**src/rtl/image_read_arbiter.sv**
```systemverilog
// Round-robin burst arbiter sharing one image-buffer read port between NREQ requesters.
// Bursts are issued as back-to-back single-cycle reads; returned data is steered by gnt.
module image_read_arbiter #(
    parameter int NREQ   = 2,
    parameter int ADDR_W = 16,
    parameter int DATA_W = 12,
    parameter int LEN_W  = 16
) (
    input  logic                     clock,
    input  logic                     reset,
    input  logic [NREQ-1:0]          req,
    input  logic [NREQ*ADDR_W-1:0]   start_addr,
    input  logic [NREQ*LEN_W-1:0]    burst_len,
    output logic [NREQ-1:0]          gnt,
    output logic [NREQ-1:0]          rd_valid,
    output logic [DATA_W-1:0]        rd_data,
    output logic [NREQ-1:0]          done,
    output logic                     mem_ren,
    output logic [ADDR_W-1:0]        mem_addr,
    input  logic [DATA_W-1:0]        mem_rdata
);

    localparam int IDX_W = (NREQ > 1) ? $clog2(NREQ) : 1;
    localparam logic [NREQ-1:0] ONE = {{(NREQ-1){1'b0}}, 1'b1};

    typedef enum logic [1:0] {IDLE, BURST, DRAIN} state_t;

    state_t            state;
    logic [IDX_W-1:0]  rr_ptr;
    logic [IDX_W-1:0]  owner;
    logic [ADDR_W-1:0] cur_addr;
    logic [LEN_W-1:0]  rem;
    logic              ren_d;
    logic              zero_hold;

    logic              pick_valid;
    logic [IDX_W-1:0]  pick;
    logic [IDX_W-1:0]  cand;
    logic [ADDR_W-1:0] pick_addr;
    logic [LEN_W-1:0]  pick_len;

    // First requesting index at or above rr_ptr, wrapping around.
    always_comb begin
        pick_valid = 1'b0;
        pick       = '0;
        cand       = '0;
        for (int i = 0; i < NREQ; i++) begin
            cand = IDX_W'((int'(rr_ptr) + i) % NREQ);
            if (!pick_valid && req[cand]) begin
                pick_valid = 1'b1;
                pick       = cand;
            end
        end
    end

    assign pick_addr = start_addr[pick*ADDR_W +: ADDR_W];
    assign pick_len  = burst_len[pick*LEN_W +: LEN_W];

    always_ff @(posedge clock or posedge reset) begin
        if (reset) begin
            state     <= IDLE;
            gnt       <= '0;
            done      <= '0;
            mem_ren   <= 1'b0;
            mem_addr  <= '0;
            rr_ptr    <= '0;
            owner     <= '0;
            cur_addr  <= '0;
            rem       <= '0;
            ren_d     <= 1'b0;
            zero_hold <= 1'b0;
        end else begin
            ren_d <= mem_ren;
            case (state)
                IDLE: begin
                    done <= '0;
                    if (pick_valid) begin
                        owner <= pick;
                        gnt   <= ONE << pick;
                        rem   <= pick_len;
                        if (pick_len == '0) begin
                            // zero-length burst: hold one extra cycle so done lands a cycle later
                            state     <= DRAIN;
                            zero_hold <= 1'b1;
                            mem_ren   <= 1'b0;
                        end else begin
                            state    <= BURST;
                            mem_ren  <= 1'b1;
                            mem_addr <= pick_addr;
                            cur_addr <= pick_addr + 1'b1;
                        end
                    end
                end
                BURST: begin
                    if (rem == LEN_W'(1)) begin
                        state   <= DRAIN;
                        mem_ren <= 1'b0;
                        done    <= ONE << owner;
                    end else begin
                        mem_addr <= cur_addr;
                        cur_addr <= cur_addr + 1'b1;
                        rem      <= rem - 1'b1;
                    end
                end
                DRAIN: begin
                    if (zero_hold) begin
                        zero_hold <= 1'b0;
                        done      <= ONE << owner;
                    end else begin
                        done   <= '0;
                        gnt    <= '0;
                        rr_ptr <= (owner == IDX_W'(NREQ - 1)) ? '0 : owner + 1'b1;
                        state  <= IDLE;
                    end
                end
                default: state <= IDLE;
            endcase
        end
    end

    assign rd_valid = {NREQ{ren_d}} & gnt;
    assign rd_data  = mem_rdata;

endmodule
```
**config.mk**
```make
export PLATFORM = sky130hd
export DESIGN_NAME = image_read_arbiter
export DESIGN_NICKNAME = d
export VERILOG_FILES = /design/src/rtl/image_read_arbiter.sv
export SDC_FILE = /design/constraint.sdc
export NUM_CORES = 1
export LEC_CHECK = 0
export ABC_AREA = 1
export CAP_MARGIN = 10
export CORE_ASPECT_RATIO = 0.6
export CORE_UTILIZATION = 50
export CTS_CLUSTER_SIZE = 8
export DETAILED_ROUTE_END_ITERATION = 16
export GPL_TIMING_DRIVEN = 0
export PLACE_DENSITY = 0.88
export SLEW_MARGIN = 40
export SYNTH_ARGS = -nofsm -noshare
export SYNTH_HDL_FRONTEND = slang
export SYNTH_SLANG_ARGS = --single-unit
```
**constraint.sdc**
```tcl
create_clock -name clock -period 2.7 [get_ports clock]
set_input_delay 0.675 -clock clock [delete_from_list [all_inputs] [get_ports clock]]
set_output_delay 0.675 -clock clock [all_outputs]
set_load 0.005 [all_outputs]
```
==> results of run 1 <==
## cell families after synthesis
group / after synthesis / share of synthesized area [%]
and+or+nand+nor: 399 / 39.6
buffers and inverters: 101 / 12.0
AOI/OAI and AO/OA: 79 / 11.0
DFF: 59 / 33.8
xor gates and xnor gates: 8 / 1.61
adders and majority gates: 7 / 2.01
## worst min-delay path by stage
stage	cells after the start	to	slack (ns)
final	0	ren_d$_DFF_PP0_	0.40
after global routing	0	ren_d$_DFF_PP0_	0.41
after CTS	0	ren_d$_DFF_PP0_	0.40
after detailed placement	0	ren_d$_DFF_PP0_	0.39
after global placement	0	ren_d$_DFF_PP0_	0.39
after floorplan	0	ren_d$_DFF_PP0_	0.39
## synth_stat cells, types with 2 or more instances
cell type,n
xor2_1,8
a21oi_1,10
nand3_2,3
buf_6,8
nor2_2,4
a31oi_1,4
o21ai_2,10
dfrtp_1,59
clkbuf_1,3
nor2_1,50
inv_2,3
buf_4,16
buf_1,3
nand3_1,74
o22ai_1,8
or2_2,11
o211ai_1,3
inv_1,57
nand2_4,3
o31ai_1,2
o21ai_0,38
nand3b_1,7
buf_2,10
nand2_1,234
nor3_1,6
ha_1,7
nand4_1,6
## state kept, by name, indices dropped and copies added, names as in the netlist
register / flops
zero_hold: 1
done: 2
mem_ren: 1
mem_addr: 16
gnt: 2
cur_addr: 16
rem: 16
owner: 1
state: 2
rr_ptr: 1
ren_d: 1
## timing repair
item / in CTS / in global routing
gates cloned: 0 / 0
buffers inserted: 0 / 2
gates resized for setup: 11 / 6
setup endpoints to repair: 25 / 34
pin swaps: 1 / 1
## per-stage QoR
stage	hold slack (ns)	area, um2
after global placement	0.387	5520
final	0.399	5890
after global routing	0.409	5890
after floorplan	0.390	4360
after CTS	0.402	5860
after detailed placement	0.389	5540
## routing by layer
layer  routed length (um)  vias up  global-route usage, %
met2                 5940      328                   48.9
met3                 1800       19                   11.5
met4                  172        0                   9.62
met1                 6620     2279                   46.9
met5                    0        -                      0
li1                     -     2313                      -
## power by group
| group | switching, mW | internal, mW |
|---|---|---|
| registers | 0.000576 | 0.885 |
| clock network | 0.448 | 0.710 |
| logic | 0.122 | 0.155 |
## worst reg2reg max path: cells and delay by family, from the launching register on
| family | cells | cell delay (ns) |
|---|---|---|
| buffers and inverters | 3 | 0.44 |
| DFF | 1 | 0.40 |
| and+or+nand+nor | 7 | 1.01 |
| adders and majority gates | 2 | 0.49 |
## final cells by class
| class | instances | area, um2 |
|---|---|---|
| Clock buffer | 9 | 225 |
| Tap cell | 108 | 135 |
| Clock inverter | 7 | 68.8 |
| Timing Repair Buffer | 105 | 1050 |
| Sequential cell | 59 | 1480 |
| Fill cell | 694 | 2270 |
| Inverter | 60 | 228 |
| Multi-Input combinational cell | 493 | 2410 |
| Buffer | 39 | 293 |
==> run_results.csv, run 1 <==
group,metric,value,unit
status,outcome,"finished, final reports clean",
drt,ant_nets,0,
critical_path,crit_top_cell,"nand2_1",
flow_run,max-cap-violations,0,
critical_path,crit_arrival,2.83,ns
global_routing,track_usage,33.5,%
floorplanning,row_count,25,
critical_path,cpPeakStageDelay,0.37,ns
clock_tree,clock_tree.root_cell,"clkbuf_16",
critical_path,endpoint,"cur_addr[15]$_DFFE_PP0P_",
clock_tree,max-clock-path-buffers,2,
critical_path,path_delay_family,"simple AND/OR/NAND/NOR gates",
critical_path,cp_slowest_cell,"dlygate4sd2_1",
timing,period_share,96.5,%
global_routing,grt_antenna_before_repair,0,
critical_path,startpoint_type,"input pin",
critical_path,critical_path_class,"input pin to flip-flop",
synth,synth_edf_count,0,
timing,tns,0,ns
clock_tree,clk_latency,0.34,ns
critical_path,reg2reg_to,"cur_addr[14]$_DFFE_PP0P_",
synth,yosysSeqAreaShare,33.8,%
layout,area_growth,35.1,%
clock_tree,clock_sinks,59,
timing,fin_worst_skew,0.00970,ns
layout,drive_above_1_share,13.0,%
timing,worst_pin_slew,0.595,ns
layout,final_common_cell,"nand2_1",
min_path,worstHoldStart,"mem_ren$_DFFE_PP0P_",
drt,wl_per_cell,16.5,um
pwr,power,2.32,mW
synth,synth_top_area_share,33.8,%
global_routing,grt_overflow_total,0,
place,dp.cells,864,
drt,routed_via_density,5.61,
layout,stdcell_count,880,
layout,nets,854,
place,hpwl,10.9,mm
place,io_buffers,102,
layout,antenna_cells,0,
timing,drv_slew,0,
critical_path,r2r_cells,12,
synth,synth_warnings,0,
synth,synth_nets,740,
clock_tree,holdBufCountCts,0,
critical_path,endpoint_kind,"flip-flop",
critical_path,cp_max_fo,10,
clock_tree,cts_htree_levels,3,
clock_tree,cts_tree,"yes",
floorplanning,dieArea,9110,um2
drt,finalWirelength,14.5,mm
pwr,p_leak,2.87,nW
floorplanning,core,8160,um2
global_routing,grt_pass1_vias,4580,
floorplanning,die_w,123,um
pwr,pwr_density_cell,394,nW/um2
synth,synthFlopType,"dfrtp_1",
synth,ys_ff_latch,59,
timing,max_slew_margin,60.3,%
global_routing,grt_pass1_wl,22.7,mm
critical_path,crit_chain,"dlygate4sd2_1, buf_4, buf_2, nand3_1, nand3_1, nand2_1, nor2_2, nand2_1, nor2_4, nand2_1, nand2_1, nand2_1, nand2_1, nand2_1",
timing,hold_violations,0,
timing,fin_crit,2.61,ns
drt,drt_iter0_drc,542,
clock_tree,clkTransAtPathRegs,0.06,ns
synth,syn_inst,653,
synth,synth_cell_type_count,33,
synth,synth_top_area_cell,"dfrtp_1",
floorplanning,die_h,74.3,um
critical_path,path_depth,14,
timing,final-setup-viol-count,0,
layout,most-common-layout-cells,"nand2_1, clkdlybuf4s50_1, nand3_1",
critical_path,required,2.93,ns
critical_path,r2r_start,"state[1]$_DFFE_PP0P_",
timing,clock.fmax,0.384,GHz
timing,finalWorstSetupSlack,0.0942,ns
synth,syn-cell-area,4360,um2
drt,drc_errors,0,
critical_path,crit_buf_inv,3,
floorplanning,floorplan.initialDensity,53.4,%
global_routing,grt_max_degree,35,
synth,async_flop_share,100,%
min_path,hold_class,"flip-flop to flip-flop",
synth,syn_area_per_cell,6.68,um2
drt,first_pass_iters,7,
drt,via_count,4939,
pwr,vdd_drop_max,350,uV
layout,postLayoutCoreUtil,72.2,%
clock_tree,cts_buffers,9,
critical_path,crit_start,"req[1]",
critical_path,r2r_setup_slack,0.23,ns
synth,synthTopCellsByArea,"dfrtp_1, nand2_1, nand3_1",
place,pre_cts_ws,-0.655,ns
floorplanning,io_pins,115,
place,gp_congestion,0.920,
timing,rsz0062_at_grt,"no",
Note: power is estimated with default switching activity, not from simulation.
==> run 2: changes to the inputs <==
--- a/config.mk
+++ b/config.mk
@@ -8,11 +8,12 @@
 export ABC_AREA = 1
 export CAP_MARGIN = 10
 export CORE_ASPECT_RATIO = 0.6
-export CORE_UTILIZATION = 50
+export CORE_MARGIN = 8
+export CORE_UTILIZATION = 30
 export CTS_CLUSTER_SIZE = 8
 export DETAILED_ROUTE_END_ITERATION = 16
 export GPL_TIMING_DRIVEN = 0
-export PLACE_DENSITY = 0.88
+export PLACE_DENSITY = 0.6
 export SLEW_MARGIN = 40
 export SYNTH_ARGS = -nofsm -noshare
 export SYNTH_HDL_FRONTEND = slang
==> run_results.csv, run 2 (synthesis gave the netlist of run 1 again) <==
group,metric,value,unit
pwr,vdd_drop_max,304,uV
timing,worst_pin_slew,0.481,ns
layout,reg.largest.list,"cur_addr (16), mem_addr (16), rem (16)",
drt,drt-met1-wl,7.95,mm
drt,ant_nets,0,
drt,drt_iter0_drc,391,
floorplanning,dieArea,18800,um2
pwr,switching_share,21.6,%
pwr,p_leak,2.90,nW
pwr,p_clk_share,53.1,%
layout,design_area,6060,um2
floorplanning,floorplan.initialDensity,30.4,%
critical_path,critical_path_class,"input pin to flip-flop",
global_routing,grt_pass1_vias,4372,
drt,routed.top_layer,"met4",
clock_tree,max-clock-path-buffers,2,
place,io_buffers,102,
timing,clock.fmax,0.397,GHz
critical_path,cp_max_fo,10,
timing,fin_crit,2.52,ns
layout,final_common_cell,"nand2_1",
clock_tree,clock_sinks,59,
global_routing,grt_overflow_total,0,
drt,drc_errors,0,
drt,met3_length,1.31,mm
place,gp_congestion,0.917,
clock_tree,cts_buffers,9,
global_routing,grt_pass1_wl,24.0,mm
place,placed_area,5650,um2
clock_tree,cts_htree_levels,3,
timing,rsz0062_at_grt,"no",
floorplanning,row_count,34,
critical_path,endpoint_kind,"flip-flop",
critical_path,required,2.92,ns
critical_path,crit_arrival,2.73,ns
clock_tree,clk_latency,0.33,ns
global_routing,grt_antenna_before_repair,0,
timing,drv_slew,0,
place,hpwl,12.0,mm
pwr,combPwrFrac,11.3,%
layout,most-common-layout-cells,"nand2_1, clkdlybuf4s50_1, nand3_1",
clock_tree,cts_tree,"yes",
min_path,hold_class,"flip-flop to flip-flop",
floorplanning,io_pins,115,
pwr,pwr_density_cell,411,nW/um2
clock_tree,clock_tree.root_cell,"clkbuf_16",
drt,wl_per_cell,15.7,um
pwr,pwr-share-seq,35.6,%
layout,area_growth,38.9,%
layout,antenna_cells,0,
floorplanning,core,14300,um2
timing,hold_violations,0,
global_routing,grt_max_degree,39,
global_routing,track_usage,16.5,%
timing,period_share,93.3,%
layout,drive_above_1_share,12.8,%
timing,fin_worst_skew,0.00723,ns
drt,finalWirelength,15.3,mm
drt,first_pass_iters,5,
floorplanning,die_w,172,um
status,outcome,"finished, final reports clean",
drt,route.met2.wl,5.87,mm
drt,routed_via_density,4.75,
floorplanning,die_h,109,um
drt,via_count,4612,
timing,final-setup-viol-count,0,
pwr,p_int,1.95,mW
clock_tree,clkTransAtPathRegs,0.05,ns
timing,holdWs,0.424,ns
pwr,p_switching,0.536,mW
critical_path,startpoint_type,"input pin",
flow_run,max-cap-violations,0,
timing,max_slew_margin,68.0,%
clock_tree,holdBufCountCts,0,
layout,nets,854,
==> run 2: metrics by stage <==
stage / TNS, ns / util, % / cells / worst slack, ns / total power [mW]
after global placement: -53.28 / 39.3 / 953 / -0.655 / 1.18
final: 0 / 42.3 / 970 / 0.181 / 2.49
after CTS: 0 / 42.1 / 971 / 0.0718 / 2.51
after detailed placement: -15.78 / 39.4 / 954 / -0.520 / 1.18
after floorplan: 0 / - / 653 / 0.522 / 1.02
after global routing: 0 / 42.3 / 970 / 0.0263 / 2.58
==> run 2: final cells by class <==
type / count / area, um2
well taps: 198 / 248
inverters: 60 / 228
plain buffers: 39 / 300
clock inverters: 3 / 67.6
repair buffers: 105 / 1070
fillers: 1499 / 8280
flip-flops and latches: 59 / 1480
multi-input cells: 493 / 2390
clock buffers: 13 / 280
==> run 2: worst max-delay path, cell delays in order <==
cell           delay, ns
dlygate4sd2_1       0.33
inv_1               0.17
a21oi_4             0.05
buf_12              0.14
nand2_1             0.05
nand2_1             0.07
nor2_1              0.18
nand2_1             0.12
nor2_2              0.18
nand3_2             0.18
nand2_4             0.13
inv_2               0.08
buf_2               0.20
nand2_1             0.10
nand2_1             0.06
==> run 2: final timing paths <==
| kind | from | endpoint | slack [ns] | cells past startpoint |
|---|---|---|---|---|
| setup / recovery | req[1] | mem_addr[2]$_DFFE_PP0P_ | 0.18 | 15 |
| hold / removal | mem_ren$_DFFE_PP0P_ | ren_d$_DFF_PP0_ | 0.42 | 0 |
| setup reg to reg | state[1]$_DFFE_PP0P_ | cur_addr[6]$_DFFE_PP0P_ | 0.25 | 12 |
| hold reg to reg | mem_ren$_DFFE_PP0P_ | ren_d$_DFF_PP0_ | 0.42 | 0 |
| max in group asynchronous | reset | done[0]$_DFFE_PP0P_ | 1.53 | 3 |
| min in group asynchronous | reset | rem[5]$_DFFE_PP0P_ | 0.66 | 2 |
==> run 2: repair_timing <==
item,in CTS,in global routing
hold endpoints to repair,0,0
setup buffers,2,0
gates resized for setup,10,6
pin swaps,1,0
setup endpoints to repair,35,24
==> run 2: power groups by stage <==
stage                     logic [mW]  registers (mW)  clock network [mW]
after floorplan                0.113           0.902                   0
after global placement         0.273           0.902                   0
after detailed placement       0.279           0.902                   0
after CTS                      0.285           0.886                1.34
after global routing           0.309           0.886                1.38
final                          0.281           0.886                1.32
==> run 2: routing by layer <==
layer / up-vias / GRT usage [%]
met2: 166 / 22.3
met4: 0 / 3.58
li1: 2316 / -
met1: 2119 / 25.0
met3: 11 / 4.59
met5: - / 0
==> run 3: changes to the inputs <==
--- a/config.mk
+++ b/config.mk
@@ -13,6 +13,7 @@
 export CTS_CLUSTER_SIZE = 8
 export DETAILED_ROUTE_END_ITERATION = 16
 export GPL_TIMING_DRIVEN = 0
+export MAX_ROUTING_LAYER = met4
 export PLACE_DENSITY = 0.6
 export SLEW_MARGIN = 40
 export SYNTH_ARGS = -nofsm -noshare
==> run_results.csv, run 3 (synthesis gave the netlist of run 1 again) <==
group,metric,value,unit
critical_path,endpoint_kind,"flip-flop",
global_routing,grt_overflow_total,0,
clock_tree,cts_buffers,9,
flow_run,max-cap-violations,0,
timing,final-setup-viol-count,0,
layout,drive_above_1_share,12.7,%
clock_tree,clock_tree.root_cell,"clkbuf_16",
timing,worst_pin_slew,0.486,ns
clock_tree,holdBufCountCts,0,
clock_tree,cts_tree,"yes",
drt,drc_errors,0,
timing,max_slew_margin,67.6,%
timing,fin_crit,2.55,ns
global_routing,grt_antenna_before_repair,0,
place,placed_area,5650,um2
layout,register_area,1480,um2
floorplanning,die_w,172,um
timing,drv_slew,0,
critical_path,crit_start,"req[0]",
drt,first_pass_iters,5,
drt,ant_nets,0,
timing,period_share,94.3,%
layout,num-fill-cells,1500,
layout,reg.largest.list,"cur_addr (16), mem_addr (16), rem (16)",
global_routing,grt_pass1_wl,24.0,mm
pwr,p_leak,2.90,nW
timing,holdWs,0.425,ns
layout,most-common-layout-cells,"nand2_1, clkdlybuf4s50_1, nand3_1",
critical_path,startpoint_type,"input pin",
timing,finalWorstSetupSlack,0.153,ns
drt,wl_per_cell,15.8,um
floorplanning,io_pins,115,
drt,finalWirelength,15.3,mm
drt,drt_iter0_drc,400,
layout,multi_input_area,2390,um2
global_routing,grt_max_degree,39,
drt,via_count,4636,
layout,nets,854,
drt,routed_via_density,4.78,
floorplanning,floorplan.initialDensity,30.4,%
clock_tree,clk_latency,0.33,ns
pwr,power,2.49,mW
pwr,vdd_drop_max,305,uV
clock_tree,max-clock-path-buffers,2,
global_routing,grt_pass1_vias,4374,
critical_path,r2r_start,"state[1]$_DFFE_PP0P_",
timing,clock.fmax,0.393,GHz
timing,hold_violations,0,
timing,rsz0062_at_grt,"no",
layout,area_growth,38.9,%
clock_tree,clkTransAtPathRegs,0.05,ns
layout,design_area,6060,um2
critical_path,cp_max_fo,10,
floorplanning,core,14300,um2
place,gp_congestion,0.933,
clock_tree,cts_htree_levels,3,
timing,fin_worst_skew,0.00584,ns
min_path,hold_class,"flip-flop to flip-flop",
place,io_buffers,102,
place,pre_cts_ws,-0.520,ns
floorplanning,dieArea,18800,um2
critical_path,crit_arrival,2.76,ns
critical_path,required,2.92,ns
place,hpwl,12.0,mm
layout,final_common_cell,"nand2_1",
critical_path,critical_path_class,"input pin to flip-flop",
global_routing,track_usage,17.0,%
pwr,pwr_density_cell,411,nW/um2
status,outcome,"finished, final reports clean",
floorplanning,row_count,34,
timing,tns,0,ns
layout,antenna_cells,0,
clock_tree,clock_sinks,59,
floorplanning,die_h,109,um
min_path,worstHoldStart,"mem_ren$_DFFE_PP0P_",
==> run 3: cell counts in the layout (fill, tap and decap cells not counted) <==
Identical to the previous run, type by type.
==> run 3: final timing paths <==
| path | endpoint | slack (ns) | depth (start not counted) |
|---|---|---|---|
| min in group asynchronous | rem[0]$_DFFE_PP0P_ | 0.66 | 2 |
| max | cur_addr[15]$_DFFE_PP0P_ | 0.15 | 15 |
| max in group asynchronous | mem_addr[13]$_DFFE_PP0P_ | 1.53 | 3 |
| min | ren_d$_DFF_PP0_ | 0.42 | 0 |
| max reg2reg | cur_addr[6]$_DFFE_PP0P_ | 0.26 | 12 |
| min reg2reg | ren_d$_DFF_PP0_ | 0.42 | 0 |
==> run 3: cell type report <==
cell class | instances | share of cell area [%]
well taps | 198 | 4.09
repair buffers | 105 | 17.6
plain buffers | 39 | 4.96
flip-flops and latches | 59 | 24.4
clock inverters | 3 | 1.12
clock buffers | 13 | 4.63
multi-input cells | 493 | 39.5
inverters | 60 | 3.76
==> run 3: power breakdown <==
part           internal, mW  leakage, nW  switching [mW]
Sequential            0.886        0.731        0.000604
Clock                 0.909        0.168           0.414
Combinational         0.158         2.00           0.124
==> run 3: layer usage <==
layer  vias to the layer above  part of all wire, %  track usage, %
met1                      2151                   54            25.4
met4                         0                 0.82            3.58
li1                       2320                    -               -
met5                         -                    0               -
met2                       157                   38            22.2
met3                         8                  7.2            4.02
==> run 3: stage by stage <==
stage	utilization [%]	cells
after global placement	39.3	953
after global routing	42.3	970
after detailed placement	39.4	954
after floorplan	-	653
final	42.3	970
after CTS	42.1	971
==> run 3: repair_timing <==
item	4_1_cts	5_1_grt
setup buffers	2	0
hold endpoints to repair	0	0
endpoints found under the setup margin	35	24
gates resized for setup	10	5
pin swaps	1	0
==> run 3: worst max-delay path, cell delays in order <==
cell,delay [ns]
dlygate4sd2_1,0.33
nand2_4,0.12
nand2_4,0.09
buf_6,0.17
nand2_1,0.07
nand3_1,0.07
nand2_1,0.20
nor2_1,0.35
nand2_1,0.17
nor2_4,0.23
nand2_1,0.08
nand2_1,0.06
nand2_1,0.05
nand2_1,0.05
nand2_1,0.05
